### src/rtl/tio_wb_watchdog.sv
// ---------------------------------------------------------------------------
// tio_wb_watchdog
//
// This module watches the Wishbone path between the TURFIO register master
// and the register targets. Each request passes through one registered
// stage. The watchdog returns a Wishbone error to the master in two cases:
//   - the target does not respond within TIMEOUT cycles, or
//   - the target's clock domain is flagged as dead. In this case the request
//     is never forwarded.
// A dead target therefore cannot hang the register bus. Every error the
// watchdog generates is counted, and its address is captured so that
// housekeeping can read it out.
//
// Ports
//   wb_clk_i, wb_rst_n_i       clock; synchronous active-low reset
//   wbs_*                      upstream slave side (from the master);
//                              wbs_rty_o is always 0
//   target_clk_ok_i            clock-running flag for the addressed target
//   wbm_*                      downstream master side (to the targets)
//   timeout_count_o            saturating count of watchdog-generated errors
//   last_timeout_adr_o         address of the most recent such error
//   clear_stats_i              one-cycle pulse that zeroes both statistics
// ---------------------------------------------------------------------------
module tio_wb_watchdog #(
  parameter int unsigned TIMEOUT  = 255,
  parameter logic [31:0] ERR_DATA = 32'h4241_4443
) (
  input  logic        wb_clk_i,
  input  logic        wb_rst_n_i,
  input  logic        wbs_cyc_i,
  input  logic        wbs_stb_i,
  input  logic        wbs_we_i,
  input  logic [11:0] wbs_adr_i,
  input  logic [31:0] wbs_dat_i,
  output logic        wbs_ack_o,
  output logic        wbs_err_o,
  output logic        wbs_rty_o,
  output logic [31:0] wbs_dat_o,
  input  logic        target_clk_ok_i,
  output logic        wbm_cyc_o,
  output logic        wbm_stb_o,
  output logic        wbm_we_o,
  output logic [11:0] wbm_adr_o,
  output logic [31:0] wbm_dat_o,
  input  logic        wbm_ack_i,
  input  logic        wbm_err_i,
  input  logic [31:0] wbm_dat_i,
  output logic [7:0]  timeout_count_o,
  output logic [11:0] last_timeout_adr_o,
  input  logic        clear_stats_i
);

  // The counter starts at 0 in the first strobed cycle. When it holds
  // CNT_LAST, the strobe has been high for exactly TIMEOUT cycles.
  localparam logic [15:0] CNT_LAST = 16'(TIMEOUT - 1);

  typedef enum logic [1:0] {IDLE, FWD, RESP, DRAIN} state_t;

  state_t      state_reg;
  logic [15:0] cnt_reg;
  logic        ack_reg;
  logic        err_reg;
  logic [31:0] sdat_reg;
  logic        mcyc_reg;
  logic        mstb_reg;
  logic        mwe_reg;
  logic [11:0] madr_reg;
  logic [31:0] mdat_reg;
  logic [7:0]  tcnt_reg;
  logic [11:0] tadr_reg;

  logic        req;
  logic        dead_hit;
  logic        tmo_hit;
  logic        stat_hit;
  logic [11:0] stat_adr;

  assign req = wbs_cyc_i & wbs_stb_i;

  // These are the only two events that count as watchdog errors. A target
  // response in the final cycle takes priority over the timeout, so that
  // cycle does not count. A master abort also takes priority over everything.
  assign dead_hit = (state_reg == IDLE) && req && !target_clk_ok_i;
  assign tmo_hit  = (state_reg == FWD) && wbs_cyc_i && !wbm_ack_i && !wbm_err_i
                    && (cnt_reg == CNT_LAST);
  assign stat_hit = dead_hit | tmo_hit;
  assign stat_adr = dead_hit ? wbs_adr_i : madr_reg;

  always_ff @(posedge wb_clk_i) begin
    if (!wb_rst_n_i) begin
      state_reg <= IDLE;
      cnt_reg   <= '0;
      ack_reg   <= 1'b0;
      err_reg   <= 1'b0;
      sdat_reg  <= '0;
      mcyc_reg  <= 1'b0;
      mstb_reg  <= 1'b0;
      mwe_reg   <= 1'b0;
      madr_reg  <= '0;
      mdat_reg  <= '0;
    end else begin
      case (state_reg)
        IDLE: begin
          // In IDLE, wbm_ack_i and wbm_err_i are deliberately ignored. They
          // can only be late responses to an aborted or timed-out request.
          if (req) begin
            if (!target_clk_ok_i) begin
              err_reg   <= 1'b1;
              sdat_reg  <= ERR_DATA;
              state_reg <= RESP;
            end else begin
              madr_reg  <= wbs_adr_i;
              mdat_reg  <= wbs_dat_i;
              mwe_reg   <= wbs_we_i;
              mcyc_reg  <= 1'b1;
              mstb_reg  <= 1'b1;
              cnt_reg   <= '0;
              state_reg <= FWD;
            end
          end
        end

        FWD: begin
          if (!wbs_cyc_i) begin
            // The master abandoned the cycle. Drop the request and send
            // no response upstream.
            mcyc_reg  <= 1'b0;
            mstb_reg  <= 1'b0;
            state_reg <= IDLE;
          end else if (wbm_ack_i) begin
            ack_reg   <= 1'b1;
            sdat_reg  <= wbm_dat_i;
            mcyc_reg  <= 1'b0;
            mstb_reg  <= 1'b0;
            state_reg <= RESP;
          end else if (wbm_err_i) begin
            err_reg   <= 1'b1;
            sdat_reg  <= wbm_dat_i;
            mcyc_reg  <= 1'b0;
            mstb_reg  <= 1'b0;
            state_reg <= RESP;
          end else if (cnt_reg == CNT_LAST) begin
            err_reg   <= 1'b1;
            sdat_reg  <= ERR_DATA;
            mcyc_reg  <= 1'b0;
            mstb_reg  <= 1'b0;
            state_reg <= RESP;
          end else begin
            cnt_reg <= cnt_reg + 16'd1;
          end
        end

        RESP: begin
          ack_reg   <= 1'b0;
          err_reg   <= 1'b0;
          state_reg <= DRAIN;
        end

        DRAIN: begin
          // Wait here until the strobe drops. This stops a strobe that is
          // held high from being taken as a second request.
          if (!wbs_stb_i) begin
            state_reg <= IDLE;
          end
        end

        default: state_reg <= IDLE;
      endcase
    end
  end

  // Statistics. A clear overrides an increment that happens in the same cycle.
  always_ff @(posedge wb_clk_i) begin
    if (!wb_rst_n_i || clear_stats_i) begin
      tcnt_reg <= '0;
      tadr_reg <= '0;
    end else if (stat_hit) begin
      if (tcnt_reg != 8'hFF) begin
        tcnt_reg <= tcnt_reg + 8'd1;
      end
      tadr_reg <= stat_adr;
    end
  end

  assign wbs_ack_o          = ack_reg;
  assign wbs_err_o          = err_reg;
  assign wbs_rty_o          = 1'b0;
  assign wbs_dat_o          = sdat_reg;
  assign wbm_cyc_o          = mcyc_reg;
  assign wbm_stb_o          = mstb_reg;
  assign wbm_we_o           = mwe_reg;
  assign wbm_adr_o          = madr_reg;
  assign wbm_dat_o          = mdat_reg;
  assign timeout_count_o    = tcnt_reg;
  assign last_timeout_adr_o = tadr_reg;

endmodule
### config.mk
export PLATFORM = sky130hd
export DESIGN_NAME = tio_wb_watchdog
export DESIGN_NICKNAME = d
export VERILOG_FILES = /design/src/rtl/tio_wb_watchdog.sv
export SDC_FILE = /design/constraint.sdc
export NUM_CORES = 1
export LEC_CHECK = 0
export ABC_AREA = 1
export BUFFER_PORTS_ARGS = -buffer_cell sky130_fd_sc_hd__buf_2
export CORE_ASPECT_RATIO = 1.25
export CORE_MARGIN = 3
export CORE_UTILIZATION = 50
export CTS_CLUSTER_DIAMETER = 100
export CTS_CLUSTER_SIZE = 12
export DETAILED_ROUTE_END_ITERATION = 10
export HOLD_SLACK_MARGIN = 0.08
export PLACE_DENSITY = 0.77
export SYNTH_ARGS = -nofsm -noshare
export SYNTH_HDL_FRONTEND = slang
export SYNTH_SLANG_ARGS = --single-unit
### constraint.sdc
create_clock -name wb_clk_i -period 2.25 [get_ports wb_clk_i]
set_clock_uncertainty 0.15 [all_clocks]
set_input_delay 0.1125 -clock wb_clk_i [delete_from_list [all_inputs] [get_ports wb_clk_i]]
set_output_delay 0.1125 -clock wb_clk_i [all_outputs]
set_load 0.05 [all_outputs]
-- Word-level counts from Yosys, hierarchy flattened
Index checks and enable logic that the tools add are counted.
W data, S select, Z words.
- register bits after elaboration: 118
- bits of input ports: 85
- output and inout port bits: 102
- logic and storage cells: 95
- $add $sub $neg: 2
- equal/unequal tests: 17
- mux-type cells: 40
- bitwise logic cells: 2
- reductions and logical operators: 23
- operators by type and width (cell ; number):
    $mux W32 ; 6
    $mux W16 ; 6
    $pmux W32 S2 ; 1
    $pmux W16 S2 ; 1
    $ne A2 B2 Y1 const B ; 9
    $add A16 B1 Y16 const B ; 1
    $eq A16 B8 Y1 const B ; 1
    $mux W1 ; 14
    $mux W2 ; 7
    $mux W12 ; 1
    $reduce_and A3 Y1 ; 3
    $add A8 B1 Y8 const B ; 1
    $ne A8 B8 Y1 const B ; 1
    $pmux W2 S4 ; 1
    $reduce_and A7 Y1 ; 1
    $logic_and A1 B1 Y1 ; 6
    $reduce_and A6 Y1 ; 1
    $ne A5 B4 Y1 const B ; 1
    $reduce_and A5 Y1 ; 1
    $eq A2 B2 Y1 const B ; 2
    $logic_not A1 Y1 ; 4
    $ne A4 B3 Y1 const B ; 1
    $pmux W1 S2 ; 2
    $reduce_and A4 Y1 ; 1
    10 further kinds ; 11

-- Logic depth before layout (Yosys ltp)
Gate-level depths: netlist of run 1.
- depth after elaboration: 7
- mapped depth: 12
- mapped depth without buffers: 10

-- Least setup slack after synthesis of run 1
Ideal clock, no wire load.
- path type: register -> register
- start point: reg tcnt_reg[0], in the netlist timeout_count_o[0]
- end point: reg tcnt_reg[7], in the netlist timeout_count_o[7]
- setup time: 0.070 ns
- data arrival time: 1.785 ns
- required time: 2.030 ns
- slack: 0.245 ns
- cell stages (with the launch flop): 8
- buffers on the path: 0
- period minus slack after synthesis: 2.005 ns
- cell sequence: dfxtp_1 > ha_1 > nand4_1 > inv_1 > nand3_1 > nand2_1 > nand2_1 > a21oi_1
- cells in the longest elaborated chain, start to end: 2
- elaborated cells between the ends (all ways): 3
- those cells by class: 1 x add/sub; 1 x eq/ne; 1 x reduce/logical
- RTL lines (element ; line ; text):
    from (decl) ; 69 ; logic [7:0] tcnt_reg;
    from (signal assigned) ; 179 ; tcnt_reg <= tcnt_reg + 8'd1;
    parallel branches: the longest is 2 deep, another holds $add A8 B1 Y8 ; -- ;
Several ways; the timed one is not identified.
A chain may end at the register's enable or synchronous reset.

-- Final worst setup path of run 1
- start point: reg state_reg[1]
- end point: reg madr_reg[2], in the netlist wbm_adr_o[2]
- cells in the longest elaborated chain, start to end: 2
- RTL lines (element ; line ; text):
    from (decl) ; 59 ; state_t state_reg;
    from (signal assigned) ; 91 ; state_reg <= IDLE;
    from (signal assigned) ; 110 ; state_reg <= RESP;
    from (signal assigned) ; 118 ; state_reg <= FWD;
    $logic_not A2 Y1 ; 102 ; case (state_reg)
    $reduce_and A3 Y1 (no line) ; -- ;
    to (signal assigned) ; 112 ; madr_reg <= wbs_adr_i;
    to (decl) ; 67 ; logic [11:0] madr_reg;
No other way between the ends.

==> impl_metrics.csv, run 1 <==
group,metric,value,unit
clock_tree,cts_made_buffers,17,
sta,max_freq,0.4650,GHz
sta,rsz_0062_raised_after_global_routing,"no",
floorplanning,floorplan.io_pins,187,
sta,layout_min_cycle_time,2.151,ns
run,max_cap_violations,0,
routing,wl,16720,um
routing,met2RoutedLength,8305,um
sta,timing.final.crit_share,95.59,%
sta,slew_viol_final,0,
layout,highest_count_cells_in_the_layout_ignoring_fill_and_taps,"187 x sky130_fd_sc_hd__nor2_1, 185 x sky130_fd_sc_hd__buf_2, 142 x sky130_fd_sc_hd__nand2_1, 118 x sky130_fd_sc_hd__dfxtp_1, 89 x sky130_fd_sc_hd__dlygate4sd3_1",
clock_tree,cts.htree.levels,4,
setup_path,critical_path.cell_chain,"nor2_4 -> nand2_2 -> nor2_4 -> buf_12 -> o21ai_0 -> a21oi_1 -> dlygate4sd3_1",
floorplanning,die_w,97.74,um
logic_synthesis,number_of_synthesized_register_bits,118,
setup_path,crit_top_cell,"sky130_fd_sc_hd__nor2_4",
grt,first_pass_grt_wire_length,26170,um
layout,final_util,76.73,%
logic_synthesis,synth_seq_area_share,44.91,%
floorplanning,floorplan.core_area,0.01016,mm2
routing,drtIter0Drc,402,
clock_tree,insertion_delay,0.41,ns
floorplanning,die_area,0.01179,mm2
clock_tree,cts.sinks,118,
grt,grt_max_degree,59,
layout,count_of_inserted_antenna_diode_cells,0,
routing,route.vias.total,5961,
routing,drcViolationCount,0,
clock_tree,clkSlewWorstSetupHoldPaths,0.06,ns
logic_synthesis,synthesis.nets,842,
routing,wl_per_cell,14.39,um
logic_synthesis,post_synth_inst_count,754,
clock_tree,cts_post_setup_buffers_inserted,0,
sta,hold_viol,0,
routing,highest_layer,"met4",
layout,post_route_cells_drive_above_1_share,24.69,%
sta,timing.setup.tns,0,ns
setup_path,critPathSlowestCell,"sky130_fd_sc_hd__dlygate4sd3_1",
grt,antenna_violations_before_repair,0,
grt,grt_pass1_vias,5696,
setup_path,crit_type,"flop to flop",
worst_hold_path,hold_path.class,"flop to flop",
logic_synthesis,yosys.cell_types.count,35,
floorplanning,floorplan.initialDensity,51.79,%
clock_tree,clock_tree_root_driver_cell,"sky130_fd_sc_hd__clkbuf_16",
placed_design,gp_congestion,0.8905,
grt,grt.overflow.total,0,
logic_synthesis,syn-mean-instance-area,6.976,um2
setup_path,setup.worst_path.end_class,"flop",
setup_path,path_max_fanout,29,
routing,ant_nets,0,
sta,timing.final.setup_violations,0,
placed_design,portBuffers,185,
setup_path,worstSetupStartpointType,"flop",
floorplanning,fp-row-count,41,
layout,num-nets-final,1108,
routing,route.met3.wl,1136,um
sta,relative_slew_margins,62.26,%
logic_synthesis,synthesis.area,0.005260,mm2
setup_path,worst_ep_required_time,2.46,ns
layout,layout_commonest_cell,"sky130_fd_sc_hd__nor2_1",
routing,detail_route.first_pass.iterations,5,
floorplanning,fp.dieH,120.7,um
placed_design,hpwlAfterDp,9579,um
clock_tree,tritoncts,"built",
clock_tree,clock_buffer_depth,2,
logic_synthesis,yosysWarnings,0,
outcome,run_status,"complete, no violations",
power,power.leakage,0.003631,uW
routing,routedLengthMet1,6665,um
routing,detail_route.vias_per_cell,5.130,
sta,max_slew.worst_pin.slew,0.5655,ns
power,ir_drop,0.5709,mV
power,power-per-cell-area,931.0,mW/mm2
setup_path,slowest_delay,0.58,ns
grt,grtUsageTotal,26.96,%
layout,area_growth,48.17,%
setup_path,worst-endpoint-arrival,2.36,ns
## repair_timing
item,CTS,global route
endpoints found under the hold margin,95,0
gates resized for setup,0,2
setup endpoints to repair,0,2
hold buffers,89,0
## routing by layer
layer / track usage (%) / up-vias
li1: - / 2943
met1: 30.80 / 2680
met2: 46.57 / 279
met3: 7.328 / 59
met4: 12.81 / 0
met5: 0 / -
## Yosys cell counts (all sizes together)
cell type  count  area share [%]
nand3         26             2.7
o2111ai        1            0.17
xor2           5            0.83
or2            2            0.24
clkinv         2            0.17
inv           38             2.8
nand4          7            0.83
conb           1           0.071
o21bai         6            0.86
xnor2          3            0.50
a21oi         58             5.6
nand2        152              12
o21ai         94             8.9
dfxtp        118              45
nor2         194              14
nand3b         1            0.14
buf           21             2.8
ha             3            0.71
nor3           4            0.48
clkbuf        18             1.3
## critical path, delay by kind of cell, from the launching register on
family	cells	cell delay, ns
DFF	1	0.39
and+or+nand+nor	3	0.49
AOI/OAI and AO/OA	2	0.28
buffers and inverters	2	0.78
## worst paths after layout
path | slack [ns] | end | startpoint | depth (start not counted)
max | 0.1 | wbm_adr_o[2] | state_reg[1] | 7
min | 0.31 | wbs_err_o | wbs_err_o | 2
max reg2reg | 0.1 | wbm_adr_o[2] | state_reg[1] | 7
min reg2reg | 0.31 | wbs_err_o | wbs_err_o | 2
## through the flow
step	hold WS [ns]	worst slack, ns	cells	power, uW	cell area [um2]
6_report	0.3058	0.09927	1162	7256	7794
5_1_grt	0.3275	0.004983	1162	7524	7794
4_1_cts	0.2899	0.1737	1161	7204	7760
3_5_place_dp	0.1922	0.2355	1040	4229	6246
3_3_place_gp	0.1831	0.2526	1040	4217	6246
2_1_floorplan	0.09741	0.2448	754	3836	5260
## cell type report
class / instances / area, um2
multi-input combinational: 557 / 2540
tap: 129 / 161.4
timing repair buffer: 286 / 1949
clock buffer: 20 / 446.7
sequential: 118 / 2362
clock inverter: 12 / 176.4
inverter: 40 / 157.7
fill: 702 / 2364
## report_power, final
part | total (uW) | internal (uW) | switching (uW)
registers | 2440 | 2310 | 133
logic | 1940 | 536 | 1410
clock network | 2870 | 1880 | 993
## cell families after synthesis
group           synth area share (%)
compound gates                 15.56
buf+inv                        6.993
other cells                  0.07129
xor+xnor                       1.332
flops                          44.91
simple gates                   30.42
fa+ha+maj                     0.7137
Power figures use the tool's default switching activity.
==> run 2, diff against run 1 <==
Settings changed: PLACE_DENSITY 0.77 to 0.8.
==> impl_metrics.csv, run 2 (same netlist as run 1, synthesis figures left out) <==
group,metric,value,unit
clock_tree,cts_made_buffers,17,
clock_tree,cts.sinks,118,
sta,setup_slack,0.1479,ns
power,power.leakage,0.003569,uW
setup_path,setup.worst_path.end_class,"flop",
floorplanning,die_area,0.01179,mm2
grt,grt.overflow.total,0,
setup_path,worstSetupStartpointType,"flop",
floorplanning,fp-row-count,41,
layout,seqCellArea,0.002362,mm2
routing,drcViolationCount,0,
routing,ant_nets,0,
routing,wl_per_cell,14.87,um
floorplanning,fp.dieH,120.7,um
setup_path,slowest_delay,0.56,ns
routing,detail_route.vias_per_cell,5.255,
setup_path,worst_ep_required_time,2.45,ns
floorplanning,floorplan.initialDensity,51.79,%
sta,max_freq,0.4757,GHz
sta,timing.final.setup_violations,0,
layout,num-nets-final,1103,
clock_tree,tritoncts,"built",
routing,detail_route.first_pass.iterations,5,
clock_tree,clock_buffer_depth,2,
layout,highest_count_cells_in_the_layout_ignoring_fill_and_taps,"187 x sky130_fd_sc_hd__nor2_1, 185 x sky130_fd_sc_hd__buf_2, 142 x sky130_fd_sc_hd__nand2_1, 118 x sky130_fd_sc_hd__dfxtp_1, 87 x sky130_fd_sc_hd__dlygate4sd3_1",
setup_path,path_max_fanout,6,
placed_design,pre_cts_ws,0.3622,ns
power,power-per-cell-area,913.7,mW/mm2
setup_path,category_of_cells_accounting_for_the_largest_share_of_critical_path_delay,"buffers and inverters",
setup_path,critPathBufInv,2,
layout,footprint_of_the_multi_input_gates,0.002535,mm2
grt,grtUsageTotal,28.63,%
sta,layout_min_cycle_time,2.102,ns
grt,first_pass_grt_wire_length,27630,um
sta,relative_slew_margins,56.82,%
layout,fill_cells,682,
layout,layout_commonest_cell,"sky130_fd_sc_hd__nor2_1",
sta,max_slew.worst_pin.slew,0.6478,ns
layout,final_cells,1155,
placed_design,dp.cells,1038,
grt,grt_pass1_vias,5873,
clock_tree,cts_post_setup_buffers_inserted,0,
grt,antenna_violations_before_repair,0,
worst_hold_path,hold_path.class,"flop to flop",
outcome,run_status,"complete, no violations",
grt,grt_max_degree,77,
run,max_cap_violations,0,
sta,timing.setup.tns,0,ns
layout,count_of_inserted_antenna_diode_cells,0,
layout,post_route_cells_drive_above_1_share,24.17,%
sta,hold_viol,0,
setup_path,worst-endpoint-arrival,2.30,ns
placed_design,hpwlAfterDp,9637,um
placed_design,portBuffers,185,
routing,wl,17180,um
routing,route.vias.total,6069,
clock_tree,clock_tree_root_driver_cell,"sky130_fd_sc_hd__clkbuf_16",
clock_tree,insertion_delay,0.41,ns
setup_path,critPathSlowestCell,"sky130_fd_sc_hd__dlygate4sd3_1",
layout,area_growth,45.53,%
clock_tree,cts.htree.levels,4,
power,ir_drop,0.6715,mV
sta,rsz_0062_raised_after_global_routing,"no",
routing,drtIter0Drc,467,
sta,slew_viol_final,0,
setup_path,crit_top_cell,"sky130_fd_sc_hd__dlygate4sd3_1",
setup_path,crit_type,"flop to flop",
clock_tree,clkSlewWorstSetupHoldPaths,0.05,ns
floorplanning,floorplan.io_pins,187,
sta,timing.final.crit_share,93.43,%
setup_path,critical_path.cell_chain,"nor2_4 -> nand3_1 -> dlygate4sd3_1 -> a21oi_1 -> dlygate4sd3_1",
placed_design,gp_congestion,0.8854,
floorplanning,floorplan.core_area,0.01016,mm2
floorplanning,die_w,97.74,um
run 2: cell count changes in the layout (fill, tap and decap cells not counted), sizes merged:
cell         previous run  this run
bufinv                  4         2
buf                   196       194
clkinvlp                6         3
inv                    39        38
clkinv                  3         5
dlygate4sd3            89        87
clkbuf                 21        22
run 2: metal layers:
metal / vias to the layer above / part of all wire [%] / GRT usage (%)
met5: - / 0 / 0
met4: 0 / 3.3 / 12.29
met2: 318 / 51 / 49.06
met1: 2745 / 38 / 32.90
met3: 58 / 8.1 / 8.886
li1: 2948 / - / -
run 2: layout make-up:
class,instances,area share (%)
Clock buffer,22,6.064
Inverter,40,2.010
Multi-Input combinational cell,557,33.12
Sequential cell,118,30.86
Clock inverter,8,1.324
Tap cell,129,2.109
Timing Repair Buffer,281,24.52
run 2: through the flow:
stage,hold WS (ns),utilization [%],power (uW),area [um2]
final,0.2983,75.36,6995,7655
after global routing,0.3060,75.36,7263,7655
after CTS,0.2952,75.36,6937,7655
after detailed placement,0.1886,61.22,4225,6218
after global placement,0.1843,61.22,4213,6218
after floorplan,0.09741,-,3836,5260
run 2: worst paths after layout:
kind                start        end  slack [ns]  cells after the start
min             wbs_err_o  wbs_err_o        0.30                      2
min reg2reg     wbs_err_o  wbs_err_o        0.30                      2
max          state_reg[1]  wbs_ack_o        0.15                      5
max reg2reg  state_reg[1]  wbs_ack_o        0.15                      5
run 2: what timing repair did:
item	in CTS	in global routing
resized for setup	0	0
endpoints found under the hold margin	109	0
hold buffers	87	0
run 2: power breakdown:
| part | total (uW) | internal, uW | switching [uW] |
|---|---|---|---|
| Sequential | 2440 | 2310 | 130 |
| Clock | 2610 | 1670 | 941 |
| Combinational | 1940 | 520 | 1420 |
run 2: worst min-delay path, stage by stage, from the launching register on:
cell and delay (ns):
sky130_fd_sc_hd__dfxtp_1 0.31, sky130_fd_sc_hd__inv_1 0.05, sky130_fd_sc_hd__a21oi_1 0.05
